$ cat config.mk
export PLATFORM = sky130hd
export DESIGN_NAME = wb_stage_flat
export DESIGN_NICKNAME = d
export VERILOG_FILES = /design/src/rtl/mips_pkg.sv /design/src/rtl/wb_stage_if.sv /design/src/rtl/wb_stage_load_align.sv /design/src/rtl/wb_stage.sv /design/src/flat_wrapper.sv
export SDC_FILE = /design/constraint.sdc
export NUM_CORES = 1
export LEC_CHECK = 0
export CORE_AREA = 2 2 100 73
export DETAILED_ROUTE_END_ITERATION = 8
export DIE_AREA = 0 0 102 75
export GPL_TIMING_DRIVEN = 0
export PLACE_DENSITY = 0.86
export SYNTH_ARGS = -nofsm -noshare
export SYNTH_HDL_FRONTEND = slang
export SYNTH_SLANG_ARGS = --single-unit
export TNS_END_PERCENT = 30
$ cat constraint.sdc
create_clock -name clk -period 3.1 [get_ports clk]
set_input_delay 0.31 -clock clk [delete_from_list [all_inputs] [get_ports clk]]
set_output_delay 0.31 -clock clk [all_outputs]
set_load 0.05 [all_outputs]
$ cat src/rtl/mips_pkg.sv
// Shared MIPS core definitions: write-back source select, load sizes and
// special register numbers.
package mips_pkg;

  typedef enum logic [1:0] {
    MEMTOREG_ALU  = 2'd0,
    MEMTOREG_LOAD = 2'd1,
    MEMTOREG_LINK = 2'd2,
    MEMTOREG_RSVD = 2'd3
  } memtoreg_e;

  typedef enum logic [1:0] {
    LOAD_WORD = 2'd0,
    LOAD_HALF = 2'd1,
    LOAD_BYTE = 2'd2,
    LOAD_RSVD = 2'd3
  } load_size_e;

  // $k1, holds the UART condition flag in bit 0
  localparam int unsigned REG_K1 = 27;

endpackage

$ cat src/rtl/wb_stage_if.sv
// MEM->WB handshake and register-file write port bundle.
// The master modport is the MEM-stage side; the slave modport is wb_stage.
interface wb_stage_if #(
  parameter int unsigned DATA_W = 32,
  parameter int unsigned ADDR_W = 5
);
  logic              in_valid;
  logic              stall;
  logic              flush;
  logic              in_reg_wr;
  logic [ADDR_W-1:0] in_reg_dst;
  logic [DATA_W-1:0] in_alu_result;
  logic [DATA_W-1:0] in_mem_data;
  logic [DATA_W-1:0] in_pc_plus4;
  logic [1:0]        in_memtoreg;
  logic [1:0]        in_load_size;
  logic              in_load_signed;
  logic              uart_irq_req;
  logic              wr;
  logic [ADDR_W-1:0] addr3;
  logic [DATA_W-1:0] data3;
  logic              wb_valid;
  logic              uart;

  modport master (
    output in_valid, stall, flush, in_reg_wr, in_reg_dst, in_alu_result, in_mem_data,
           in_pc_plus4, in_memtoreg, in_load_size, in_load_signed, uart_irq_req,
    input  wr, addr3, data3, wb_valid, uart
  );

  modport slave (
    input  in_valid, stall, flush, in_reg_wr, in_reg_dst, in_alu_result, in_mem_data,
           in_pc_plus4, in_memtoreg, in_load_size, in_load_signed, uart_irq_req,
    output wr, addr3, data3, wb_valid, uart
  );
endinterface

$ cat src/rtl/wb_stage_load_align.sv
// Combinational little-endian load alignment with zero/sign extension.
// Assumes DATA_W >= 32.
module load_align
  import mips_pkg::*;
#(
  parameter int unsigned DATA_W = 32
) (
  input  logic [DATA_W-1:0] word_i,
  input  logic [1:0]        off_i,
  input  logic [1:0]        size_i,
  input  logic              sign_i,
  output logic [DATA_W-1:0] data_o
);

  logic [7:0]  byte_sel;
  logic [15:0] half_sel;

  // Lane selection and extension; off_i[0] is ignored for halfwords
  always_comb begin
    byte_sel = word_i[7:0];
    half_sel = off_i[1] ? word_i[31:16] : word_i[15:0];
    data_o   = word_i;
    unique case (off_i)
      2'd0: byte_sel = word_i[7:0];
      2'd1: byte_sel = word_i[15:8];
      2'd2: byte_sel = word_i[23:16];
      2'd3: byte_sel = word_i[31:24];
    endcase
    case (load_size_e'(size_i))
      LOAD_HALF: data_o = {{(DATA_W-16){sign_i & half_sel[15]}}, half_sel};
      LOAD_BYTE: data_o = {{(DATA_W-8){sign_i & byte_sel[7]}}, byte_sel};
      default:   data_o = word_i;
    endcase
  end

endmodule

$ cat src/rtl/wb_stage.sv
// MEM/WB pipeline register and write-back select.
// Optional feature macro: UART_IRQ_LATCH_EN (sticky UART request that defers
// the uart strobe away from pipeline writes to $k1).
module wb_stage
  import mips_pkg::*;
#(
  parameter int unsigned DATA_W = 32,
  parameter int unsigned ADDR_W = 5
) (
  input logic       clk,
  input logic       reset,
  wb_stage_if.slave bus
);

  logic              valid_q, valid_d;
  logic              reg_wr_q, reg_wr_d;
  logic [ADDR_W-1:0] addr3_q, addr3_d;
  logic [DATA_W-1:0] data3_q, data3_d;
  logic              committed_q, committed_d;
  logic              uart_q, uart_d;
  logic [DATA_W-1:0] load_val;
  logic [DATA_W-1:0] wb_data;
  logic              wr;

  load_align #(
    .DATA_W (DATA_W)
  ) u_load_align (
    .word_i (bus.in_mem_data),
    .off_i  (bus.in_alu_result[1:0]),
    .size_i (bus.in_load_size),
    .sign_i (bus.in_load_signed),
    .data_o (load_val)
  );

  // Write-back value is selected before the register, so data3 is a flop output
  always_comb begin
    wb_data = bus.in_alu_result;
    case (memtoreg_e'(bus.in_memtoreg))
      MEMTOREG_LOAD: wb_data = load_val;
      MEMTOREG_LINK: wb_data = bus.in_pc_plus4;
      default:       wb_data = bus.in_alu_result;
    endcase
  end

  // committed suppresses repeat writes while a retiring instruction is stalled
  assign wr = valid_q & reg_wr_q & (addr3_q != '0) & ~committed_q;

  // Pipeline register next state: capture, hold on stall, flush always wins
  always_comb begin
    valid_d     = valid_q;
    reg_wr_d    = reg_wr_q;
    addr3_d     = addr3_q;
    data3_d     = data3_q;
    committed_d = committed_q;
    if (!bus.stall) begin
      valid_d     = bus.in_valid & ~bus.flush;
      reg_wr_d    = bus.in_reg_wr;
      addr3_d     = bus.in_reg_dst;
      data3_d     = wb_data;
      committed_d = 1'b0;
    end else begin
      if (bus.flush) valid_d = 1'b0;
      if (wr) committed_d = 1'b1;
    end
  end

`ifdef UART_IRQ_LATCH_EN
  logic pending_q, pending_d;
  logic uart_fire;

  // Defer the strobe while WB is stalled or writing $k1; new requests re-arm
  always_comb begin
    uart_fire = pending_q & ~bus.stall & (~wr | (addr3_q != ADDR_W'(REG_K1)));
    uart_d    = uart_fire;
    pending_d = (pending_q & ~uart_fire) | bus.uart_irq_req;
  end

  // Pending request register
  always_ff @(posedge clk) begin
    if (!reset) pending_q <= 1'b0;
    else        pending_q <= pending_d;
  end
`else
  // Plain one-cycle registered copy of the request
  always_comb begin
    uart_d = bus.uart_irq_req;
  end
`endif

  // State register with synchronous active-low reset
  always_ff @(posedge clk) begin
    if (!reset) begin
      valid_q     <= 1'b0;
      reg_wr_q    <= 1'b0;
      addr3_q     <= '0;
      data3_q     <= '0;
      committed_q <= 1'b0;
      uart_q      <= 1'b0;
    end else begin
      valid_q     <= valid_d;
      reg_wr_q    <= reg_wr_d;
      addr3_q     <= addr3_d;
      data3_q     <= data3_d;
      committed_q <= committed_d;
      uart_q      <= uart_d;
    end
  end

  assign bus.wr       = wr;
  assign bus.addr3    = addr3_q;
  assign bus.data3    = data3_q;
  assign bus.wb_valid = valid_q;
  assign bus.uart     = uart_q;

endmodule
$ cat src/flat_wrapper.sv
// flat-port wrapper written by rule: the top's interface ports become plain ports
module wb_stage_flat import mips_pkg::*;
#(
  parameter int unsigned DATA_W = 32,
  parameter int unsigned ADDR_W = 5
)
  (clk, reset, bus_in_valid, bus_stall, bus_flush, bus_in_reg_wr, bus_in_reg_dst, bus_in_alu_result, bus_in_mem_data, bus_in_pc_plus4, bus_in_memtoreg, bus_in_load_size, bus_in_load_signed, bus_uart_irq_req, bus_wr, bus_addr3, bus_data3, bus_wb_valid, bus_uart);
  wb_stage_if #(.DATA_W(DATA_W), .ADDR_W(ADDR_W)) bus_i ();
  input logic clk;
  input logic reset;
  input wire logic [$bits(bus_i.in_valid)-1:0] bus_in_valid;
  input wire logic [$bits(bus_i.stall)-1:0] bus_stall;
  input wire logic [$bits(bus_i.flush)-1:0] bus_flush;
  input wire logic [$bits(bus_i.in_reg_wr)-1:0] bus_in_reg_wr;
  input wire logic [$bits(bus_i.in_reg_dst)-1:0] bus_in_reg_dst;
  input wire logic [$bits(bus_i.in_alu_result)-1:0] bus_in_alu_result;
  input wire logic [$bits(bus_i.in_mem_data)-1:0] bus_in_mem_data;
  input wire logic [$bits(bus_i.in_pc_plus4)-1:0] bus_in_pc_plus4;
  input wire logic [$bits(bus_i.in_memtoreg)-1:0] bus_in_memtoreg;
  input wire logic [$bits(bus_i.in_load_size)-1:0] bus_in_load_size;
  input wire logic [$bits(bus_i.in_load_signed)-1:0] bus_in_load_signed;
  input wire logic [$bits(bus_i.uart_irq_req)-1:0] bus_uart_irq_req;
  output wire logic [$bits(bus_i.wr)-1:0] bus_wr;
  output wire logic [$bits(bus_i.addr3)-1:0] bus_addr3;
  output wire logic [$bits(bus_i.data3)-1:0] bus_data3;
  output wire logic [$bits(bus_i.wb_valid)-1:0] bus_wb_valid;
  output wire logic [$bits(bus_i.uart)-1:0] bus_uart;
  assign bus_i.in_valid = bus_in_valid;
  assign bus_i.stall = bus_stall;
  assign bus_i.flush = bus_flush;
  assign bus_i.in_reg_wr = bus_in_reg_wr;
  assign bus_i.in_reg_dst = bus_in_reg_dst;
  assign bus_i.in_alu_result = bus_in_alu_result;
  assign bus_i.in_mem_data = bus_in_mem_data;
  assign bus_i.in_pc_plus4 = bus_in_pc_plus4;
  assign bus_i.in_memtoreg = bus_in_memtoreg;
  assign bus_i.in_load_size = bus_in_load_size;
  assign bus_i.in_load_signed = bus_in_load_signed;
  assign bus_i.uart_irq_req = bus_uart_irq_req;
  assign bus_wr = bus_i.wr;
  assign bus_addr3 = bus_i.addr3;
  assign bus_data3 = bus_i.data3;
  assign bus_wb_valid = bus_i.wb_valid;
  assign bus_uart = bus_i.uart;
  wb_stage #(.DATA_W(DATA_W), .ADDR_W(ADDR_W)) u_core (.clk(clk), .reset(reset), .bus(bus_i));
endmodule
==> impl_metrics.toml, run 1 <==
[floorplanning]
io_pins = 153
die_h_microns = 75
core_area_sq_mm = 0.00663
die_area_sq_mm = 0.00765
rows = 25
die_x_microns = 102
initial_core_util_pct = 42.6

[synth]
synth_top_area_share_pct = 29.1
syn_inst = 339
syn-num-nets = 456
async_flop_share_pct = 0
ys_seq_area_share_pct = 29.1
synth_area_per_cell_sq_um = 8.33
synth.largest_area_cell = "dfxtp_1"
synth.top_cells.by_area = "dfxtp_1 29%, o21ai_0 6.6%, a221oi_1 5.0%"
synth_cell_types = 44
synth-edff-count = 0
ys_ff_latch = 41
synth_flop_cell = "dfxtp_1"
netlist_area_sq_mm = 0.00283
yosysWarnings = 0

[sta]
max_freq_mhz = 395
maxSlewViolCount = 0
finalClockSkew_ns = 0.00317
min_period_ns = 2.53
hold_violations = 0
worstMarginPinSlew_ns = 0.615
period_share_pct = 81.7
finalSetupViolations = 0
hold_slack_ns = 0.489
setup_tns_ns = 0
rsz0062_at_grt = "false"
slew-limit-headroom_pct = 59.0

[clock_tree]
clk_path_buf_depth = 2
cts_tree = "built"
post_cts_buffers = 0
clk_pin_slew_worst_paths_ns = 0.09
h-tree-depth = 2
cts_hold_buffers = 0
insertion_delay_ns = 0.30
cts.repair.resized = 0
cts.sinks = 41
cts_buffers = 5
cts_root_buf = "clkbuf_8"

[finish]
area_delta_synth_final_pct = 60.7
final_nets = 614
antenna_cells = 0
final_util_pct = 68.5
layout.cells.non_filler = 592
ff_latch_area_sq_um = 821
multiInputGateArea_sq_mm = 0.00182
layout_commonest_cell = "clkdlybuf4s50_1"
fillers = 562
final_cell_mix = "151 x clkdlybuf4s50_1, 41 x dfxtp_1, 37 x o21ai_0"
drive_gt1_share_pct = 6.83

[global_routing]
grt_first_pass_wirelength_microns = 18200
grtUsageMet3_pct = 8.17
antenna_found_initial = 0
grt_use_met2_pct = 49.6
grt_pass1_vias = 3492
top_usage_layer = "met2"
grtUsageMet1_pct = 41.9
grtUsageTotal_pct = 30.7
grt.overflow.total = 0
grt_max_degree = 14

[route]
wl_per_cell_microns = 20.3
viasPerCell = 6.13
drtIter0Drc = 283
num_vias = 3631
ant_nets = 0
route.detailed.drc = 0
wl_microns = 12000
dr.pass1.iters = 6

[worst_setup_path]
startpoint_type = "primary input"
arrival_ns = 2.76
cp_max_fo = 10
path_class = "in2reg"
required_ns = 3.33
end_kind = "flip-flop"

[power]
worst_ir_drop_vdd_v = 0.000299
p_leak_nw = 1.66
power_per_cell_area_mw_per_mm2 = 353
power_mw = 1.60

[placement]
place.gp.congestion = 0.865
dpl.hpwl_microns = 9230
placed_cells = 584
numPortBuffers = 151

[run]
cap_violations = 0

[status]
status = "finished clean"

[worst_hold_path]
hold_path_class = "reg2reg"
critical path, cell delays in order:
cell	delay [ns]
clkdlybuf4s50_1	0.48
inv_1	0.05
ha_1	0.29
buf_2	0.26
inv_2	0.13
nor2_1	0.43
clkbuf_1	0.48
a221oi_1	0.21
o211ai_2	0.11
state kept, by name, summed over array words and instances (netlist names):
signal               cells
u_core.bus.addr3         5
u_core.bus.wb_valid      1
u_core.committed_q       1
u_core.bus.uart          1
u_core.reg_wr_q          1
u_core.bus.data3        32
cell type report:
cell class	instances	area share [%]
Tap cell	94	2.59
Sequential cell	41	18.1
Inverter	9	0.744
Multi-Input combinational cell	254	40.0
Buffer	35	3.36
Clock inverter	3	0.386
Timing Repair Buffer	151	33.3
Clock buffer	5	1.52
power by group:
group,internal (mW),switching [mW],total [mW]
clock,0.156,0.215,0.371
sequential,0.565,0.0220,0.587
combinational,0.280,0.365,0.645
total,1.00,0.602,1.60
per-layer routing:
layer,share of wire (%),vias up
met5,0,-
met4,1.4,0
met3,12,21
met2,43,263
met1,43,1690
li1,-,1657
per-stage QoR:
stage / setup slack [ns] / cell area, sq um
5_1_grt: 0.456 / 4540
4_1_cts: 0.652 / 4540
3_5_place_dp: 0.347 / 4450
2_1_floorplan: 0.784 / 2830
3_3_place_gp: 0.411 / 4450
6_report: 0.567 / 4540
final timing paths:
kind,depth (start not counted),slack (ns),startpoint,end
worst max register to register,4,1.78,u_core.bus.addr3[0]$_SDFFE_PN0N_,u_core.committed_q$_SDFFE_PN0P_
worst min-delay path,2,0.49,u_core.bus.data3[15]$_SDFFE_PN0N_,u_core.bus.data3[15]$_SDFFE_PN0N_
worst min register to register,2,0.49,u_core.bus.data3[15]$_SDFFE_PN0N_,u_core.bus.data3[15]$_SDFFE_PN0N_
worst max-delay path,9,0.57,bus_in_memtoreg[0],u_core.bus.data3[26]$_SDFFE_PN0N_
cells in the mapped netlist, types with 2 or more instances:
cell	count
o22ai_1	15
o211ai_1	6
a22oi_1	15
dfxtp_1	41
clkbuf_1	26
o2111ai_1	16
nor2_1	11
o2bb2ai_1	5
a221oi_1	16
buf_2	8
o21ai_1	2
nand2_1	18
nor2b_1	10
a22o_1	2
inv_1	8
o21a_1	5
o211ai_2	10
or3_1	6
mux2_2	2
nor3b_1	2
a21oi_1	5
nor3_1	7
and3_1	16
ha_1	4
and2_1	2
mux2i_1	14
o221ai_1	8
a211oi_1	7
o21ai_0	37
cell families (layout without fill, tap and decap cells):
logic type,count (synthesis),after routing,share of synthesized area [%]
buf+inv,44,203,6.60
fa+ha+maj,4,4,1.77
simple gates,78,78,14.7
mux,17,17,6.55
flops,41,41,29.1
compound gates,155,155,41.3
(Power assumes the default switching activity.)
==> run 2, diff against run 1 <==
Settings changed: CORE_AREA 2 2 100 73 to 2 2 109 80, DIE_AREA 0 0 102 75 to 0 0 111 82, PLACE_DENSITY 0.86 to 0.77.
Clock period 3.1 ns to 2.3 ns, I/O delays scaled along.
==> run 2 against run 1 <==
Sequential share of layout area down 0.57 points. Cell count up 2.5%. Combinational power up 38%. Utilization down 11 points. Cell area up 3.3%.
==> impl_metrics.toml, run 2 (same netlist as run 1, synthesis figures left out) <==
[worst_setup_path]
path_class = "in2reg"
reg2reg_slack_ns = 0.98
required_ns = 2.47
arrival_ns = 2.36
r2r_cells = 4
end_kind = "flip-flop"
startpoint_type = "primary input"
regToRegEndpoint = "u_core.committed_q$_SDFFE_PN0P_"
cp_max_fo = 10
timing.rr.start = "u_core.bus.addr3[0]$_SDFFE_PN0N_"

[global_routing]
grt_first_pass_wirelength_microns = 19000
grt_use_met2_pct = 44.0
grtUsageTotal_pct = 26.5
top_usage_layer = "met2"
grt_max_degree = 17
antenna_found_initial = 0
grt.overflow.total = 0
grtUsageMet3_pct = 8.78
grtUsageMet1_pct = 34.5
grt_pass1_vias = 3507

[finish]
layout.cells.non_filler = 607
layout_commonest_cell = "clkdlybuf4s50_1"
final_nets = 618
antenna_cells = 0
fillers = 779
final_cell_mix = "150 x clkdlybuf4s50_1, 41 x dfxtp_1, 37 x o21ai_0"
drive_gt1_share_pct = 9.36
area_delta_synth_final_pct = 65.9
largest_reg_flops = 32

[clock_tree]
cts_buffers = 5
h-tree-depth = 2
cts_root_buf = "clkbuf_16"
clk_pin_slew_worst_paths_ns = 0.06
cts.sinks = 41
cts_tree = "built"
insertion_delay_ns = 0.29
clk_path_buf_depth = 2

[sta]
rsz0062_at_grt = "false"
slew-limit-headroom_pct = 59.5
min_period_ns = 2.19
finalSetupViolations = 0
worstMarginPinSlew_ns = 0.607
finalClockSkew_ns = 0.00122
hold_slack_ns = 0.462
max_freq_mhz = 456
period_share_pct = 95.3
maxSlewViolCount = 0
hold_violations = 0

[floorplanning]
rows = 28
die_h_microns = 82
io_pins = 153
core_area_sq_mm = 0.00809
initial_core_util_pct = 34.9
die_area_sq_mm = 0.00910
die_x_microns = 111

[route]
route.detailed.drc = 0
viasPerCell = 5.99
num_vias = 3633
wl_per_cell_microns = 20.3
ant_nets = 0
drtIter0Drc = 250
dr.pass1.iters = 5
wl_microns = 12300

[placement]
placed_cells = 595
dpl.hpwl_microns = 9510
place.gp.congestion = 0.886
numPortBuffers = 151

[status]
status = "finished clean"

[run]
cap_violations = 0

[worst_hold_path]
hold_depth = 2
min_from = "u_core.bus.data3[15]$_SDFFE_PN0N_"
hold_path_class = "reg2reg"
holdPathEnd = "u_core.bus.data3[15]$_SDFFE_PN0N_"

[power]
p_int_mw = 1.70
p_sw_share_pct = 32.7
power_per_cell_area_mw_per_mm2 = 537
seq_power_share_pct = 31.4
net-switching-power_uw = 823
power.share.clock_pct = 33.4
worst_ir_drop_vdd_v = 0.000309
pwr-share-comb_pct = 35.2
p_leak_nw = 1.75
==> run 2: cell count changes in the layout (fill, tap and decap cells not counted), moves of 2 or more <==
cell | previous run | this run
buf_4 | 0 | 5
clkbuf_1 | 26 | 19
clkbuf_16 | 0 | 5
clkbuf_2 | 0 | 7
clkbuf_8 | 5 | 1
clkinv_2 | 2 | 0
==> run 2: layer usage <==
layer	vias to the layer above	share of wire, %
met5	-	0
met4	0	0.89
met3	16	11
met2	227	45
met1	1724	43
li1	1666	-
==> run 2: how the worst max path moves through the flow <==
stage | from | end | slack (ns) | cells past startpoint
floorplan | u_core.bus.addr3[0]$_SDFFE_PN0N_ | u_core.committed_q$_SDFFE_PN0P_ | 0.05 | 4
global placement | bus_in_memtoreg[0] | u_core.bus.data3[27]$_SDFFE_PN0N_ | -0.35 | 9
detailed placement | bus_in_memtoreg[0] | u_core.bus.data3[12]$_SDFFE_PN0N_ | -0.41 | 9
CTS | bus_in_load_size[0] | u_core.bus.data3[4]$_SDFFE_PN0N_ | 0.04 | 8
global route | bus_in_memtoreg[0] | u_core.bus.data3[22]$_SDFFE_PN0N_ | 0.003 | 9
finish | bus_in_load_size[0] | u_core.bus.data3[1]$_SDFFE_PN0N_ | 0.11 | 10
==> run 2: worst max-delay path: stages <==
cell and delay, ns:
clkdlybuf4s50_1 0.49, inv_1 0.05, ha_1 0.28, buf_2 0.26, clkinvlp_4 0.19, buf_4 0.16
buf_4 0.13, nor2_1 0.13, a2111oi_0 0.09, or3_1 0.35
==> run 2: metrics by stage <==
stage	setup TNS (ns)	cell area [sq um]	utilization (%)	power [mW]	setup WS, ns
final	0	4690	57.9	2.52	0.109
after global routing	0	4690	57.9	2.62	0.00277
after detailed placement	-9.85	4470	55.2	1.66	-0.414
after CTS	0	4640	57.3	2.50	0.0434
after floorplan	0	2830	-	1.24	0.0530
after global placement	-8.39	4470	55.2	1.65	-0.347
==> run 2: area by class of cell <==
class | instances | area (sq um) | area share [%]
multi-input cells | 254 | 1820 | 38.8
flip-flops and latches | 41 | 821 | 17.5
inverters | 9 | 37.5 | 0.801
repair buffers | 156 | 1550 | 33.0
clock buffers | 7 | 143 | 3.04
plain buffers | 34 | 158 | 3.36
clock inverters | 1 | 30.0 | 0.641
well taps | 105 | 131 | 2.80
==> run 2: timing repair <==
action,CTS,global route
hold buffers,0,0
setup buffers,0,5
setup endpoints to repair,20,30
gates resized for setup,4,10
==> run 2: power by group through the flow <==
stage / Clock, mW / Sequential (mW) / Combinational, mW
after floorplan: 0 / 0.974 / 0.270
after global placement: 0 / 0.803 / 0.849
after detailed placement: 0 / 0.805 / 0.860
after CTS: 0.848 / 0.790 / 0.864
after global routing: 0.882 / 0.796 / 0.938
final: 0.841 / 0.790 / 0.887
==> run 3, diff against run 2 <==
Clock period 2.3 ns to 1.9 ns, I/O delays scaled along.
==> run 3 against run 2 <==
Non-clock buffer count grew 1. Global-route usage shrank 0.057 points. Setup slack lost 0.079 ns. Total power grew 25%. Routed wire length grew 0.86%. Register-to-register slack lost 0.40 ns. Cell area grew 6.1%.
==> impl_metrics.toml, run 3 (same netlist as run 1, synthesis figures left out) <==
[status]
status = "finished clean"

[global_routing]
grt.overflow.total = 0
grt_first_pass_wirelength_microns = 19100
grtUsageTotal_pct = 26.4
grt_pass1_vias = 3581
antenna_found_initial = 0
grt_max_degree = 13

[worst_setup_path]
path_cells = "clkdlybuf4s50_1 -> mux4_2 -> and2_4 -> o211ai_4 -> buf_8 -> o211ai_2"
worst-path-buf-inv = 2
cp_max_fo = 10
path_class = "in2reg"
cp_top_family = "buffers and inverters"
required_ns = 2.05
startpoint_type = "primary input"
arrival_ns = 2.02
end_kind = "flip-flop"
slowest_stage = "mux4_2"
cpPeakStageDelay_ns = 0.54

[finish]
largest_reg_flops = 32
fillers = 711
antenna_cells = 0
drive_gt1_share_pct = 16.7
final_nets = 619
area_delta_synth_final_pct = 76.1
final_cell_mix = "147 x clkdlybuf4s50_1, 41 x dfxtp_1, 37 x o21ai_0"
layout_commonest_cell = "clkdlybuf4s50_1"

[clock_tree]
cts_root_buf = "clkbuf_16"
insertion_delay_ns = 0.28
clk_pin_slew_worst_paths_ns = 0.06
clk_path_buf_depth = 2
cts_hold_buffers = 0
cts_tree = "built"
cts_buffers = 5
h-tree-depth = 2
cts.sinks = 41

[route]
wl_met1_microns = 5250
dr_wl_met2_microns = 5790
route.detailed.drc = 0
top_layer = "met4"
num_vias = 3648
met3_length_microns = 1310
wl_per_cell_microns = 20.4
wl_microns = 12400
drtIter0Drc = 256
ant_nets = 0
dr.pass1.iters = 5
viasPerCell = 6.00

[floorplanning]
die_area_sq_mm = 0.00910
io_pins = 153
rows = 28
core_area_sq_mm = 0.00809
die_x_microns = 111
initial_core_util_pct = 34.9
die_h_microns = 82

[power]
p_leak_nw = 1.85
power_mw = 3.14
worst_ir_drop_vdd_v = 0.000534
power_per_cell_area_mw_per_mm2 = 632

[sta]
min_period_ns = 1.87
max_freq_mhz = 535
hold_violations = 0
finalClockSkew_ns = 0.00437
worstMarginPinSlew_ns = 0.585
setup_tns_ns = 0
maxSlewViolCount = 0
slew-limit-headroom_pct = 61.0
period_share_pct = 98.4
finalSetupViolations = 0

[worst_hold_path]
hold_path_class = "in2reg"

[placement]
numPortBuffers = 151
place.gp.congestion = 0.906
dpl.hpwl_microns = 9400

[run]
cap_violations = 0
run 3: cell count changes in the layout (fill, tap and decap cells not counted), moves of 4 or more:
cell       before  now
o2111ai_1      16   12
o2111ai_2       0    4
buf_2           8    4
a221oi_1       16    6
clkbuf_1       19   10
a221oi_2        0    7
buf_4           5   13
run 3: metrics by stage:
stage / util (%) / instances / setup slack (ns) / area [sq um] / hold WS [ns]
global placement: 55.3 / 595 / -0.701 / 4470 / 0.461
CTS: 59.8 / 605 / -0.0413 / 4840 / 0.445
global route: 61.5 / 608 / -0.00576 / 4970 / 0.473
finish: 61.5 / 608 / 0.0296 / 4970 / 0.447
detailed placement: 55.3 / 595 / -0.738 / 4470 / 0.465
floorplan: - / 339 / 0.107 / 2830 / 0.266
run 3: layout make-up:
class / instances / area (sq um) / share of cell area (%)
Inverter: 9 / 40.0 / 0.805
Timing Repair Buffer: 160 / 1580 / 31.7
Clock inverter: 1 / 30.0 / 0.604
Tap cell: 105 / 131 / 2.64
Sequential cell: 41 / 821 / 16.5
Clock buffer: 7 / 143 / 2.87
Buffer: 31 / 214 / 4.30
Multi-Input combinational cell: 254 / 2020 / 40.6
run 3: final timing paths:
kind         cells past startpoint  slack [ns]                                end                              start
max                              6        0.03  u_core.bus.data3[28]$_SDFFE_PN0N_                bus_in_mem_data[31]
min reg2reg                      2        0.49  u_core.bus.data3[15]$_SDFFE_PN0N_  u_core.bus.data3[15]$_SDFFE_PN0N_
min                              2        0.45   u_core.bus.wb_valid$_SDFFE_PN0P_                          bus_flush
max reg2reg                      4        0.58    u_core.committed_q$_SDFFE_PN0P_   u_core.bus.addr3[0]$_SDFFE_PN0N_
run 3: what timing repair did:
action                     CTS  global route
cloned                       0             0
setup endpoints to repair   33            33
buffers inserted             4             5
pin swaps                    0             0
resized for setup           46            39
run 3: power breakdown:
part	leakage (nW)	internal (mW)	switching, mW
sequential	0.337	0.922	0.0347
combinational	1.43	0.526	0.636
clock	0.0841	0.658	0.366
total	1.85	2.11	1.04
run 3: metal layers:
| metal | global-route usage (%) | vias up |
|---|---|---|
| li1 | - | 1680 |
| met4 | 4.13 | 0 |
| met3 | 9.30 | 9 |
| met1 | 34.0 | 1738 |
| met5 | 0 | - |
| met2 | 44.0 | 221 |
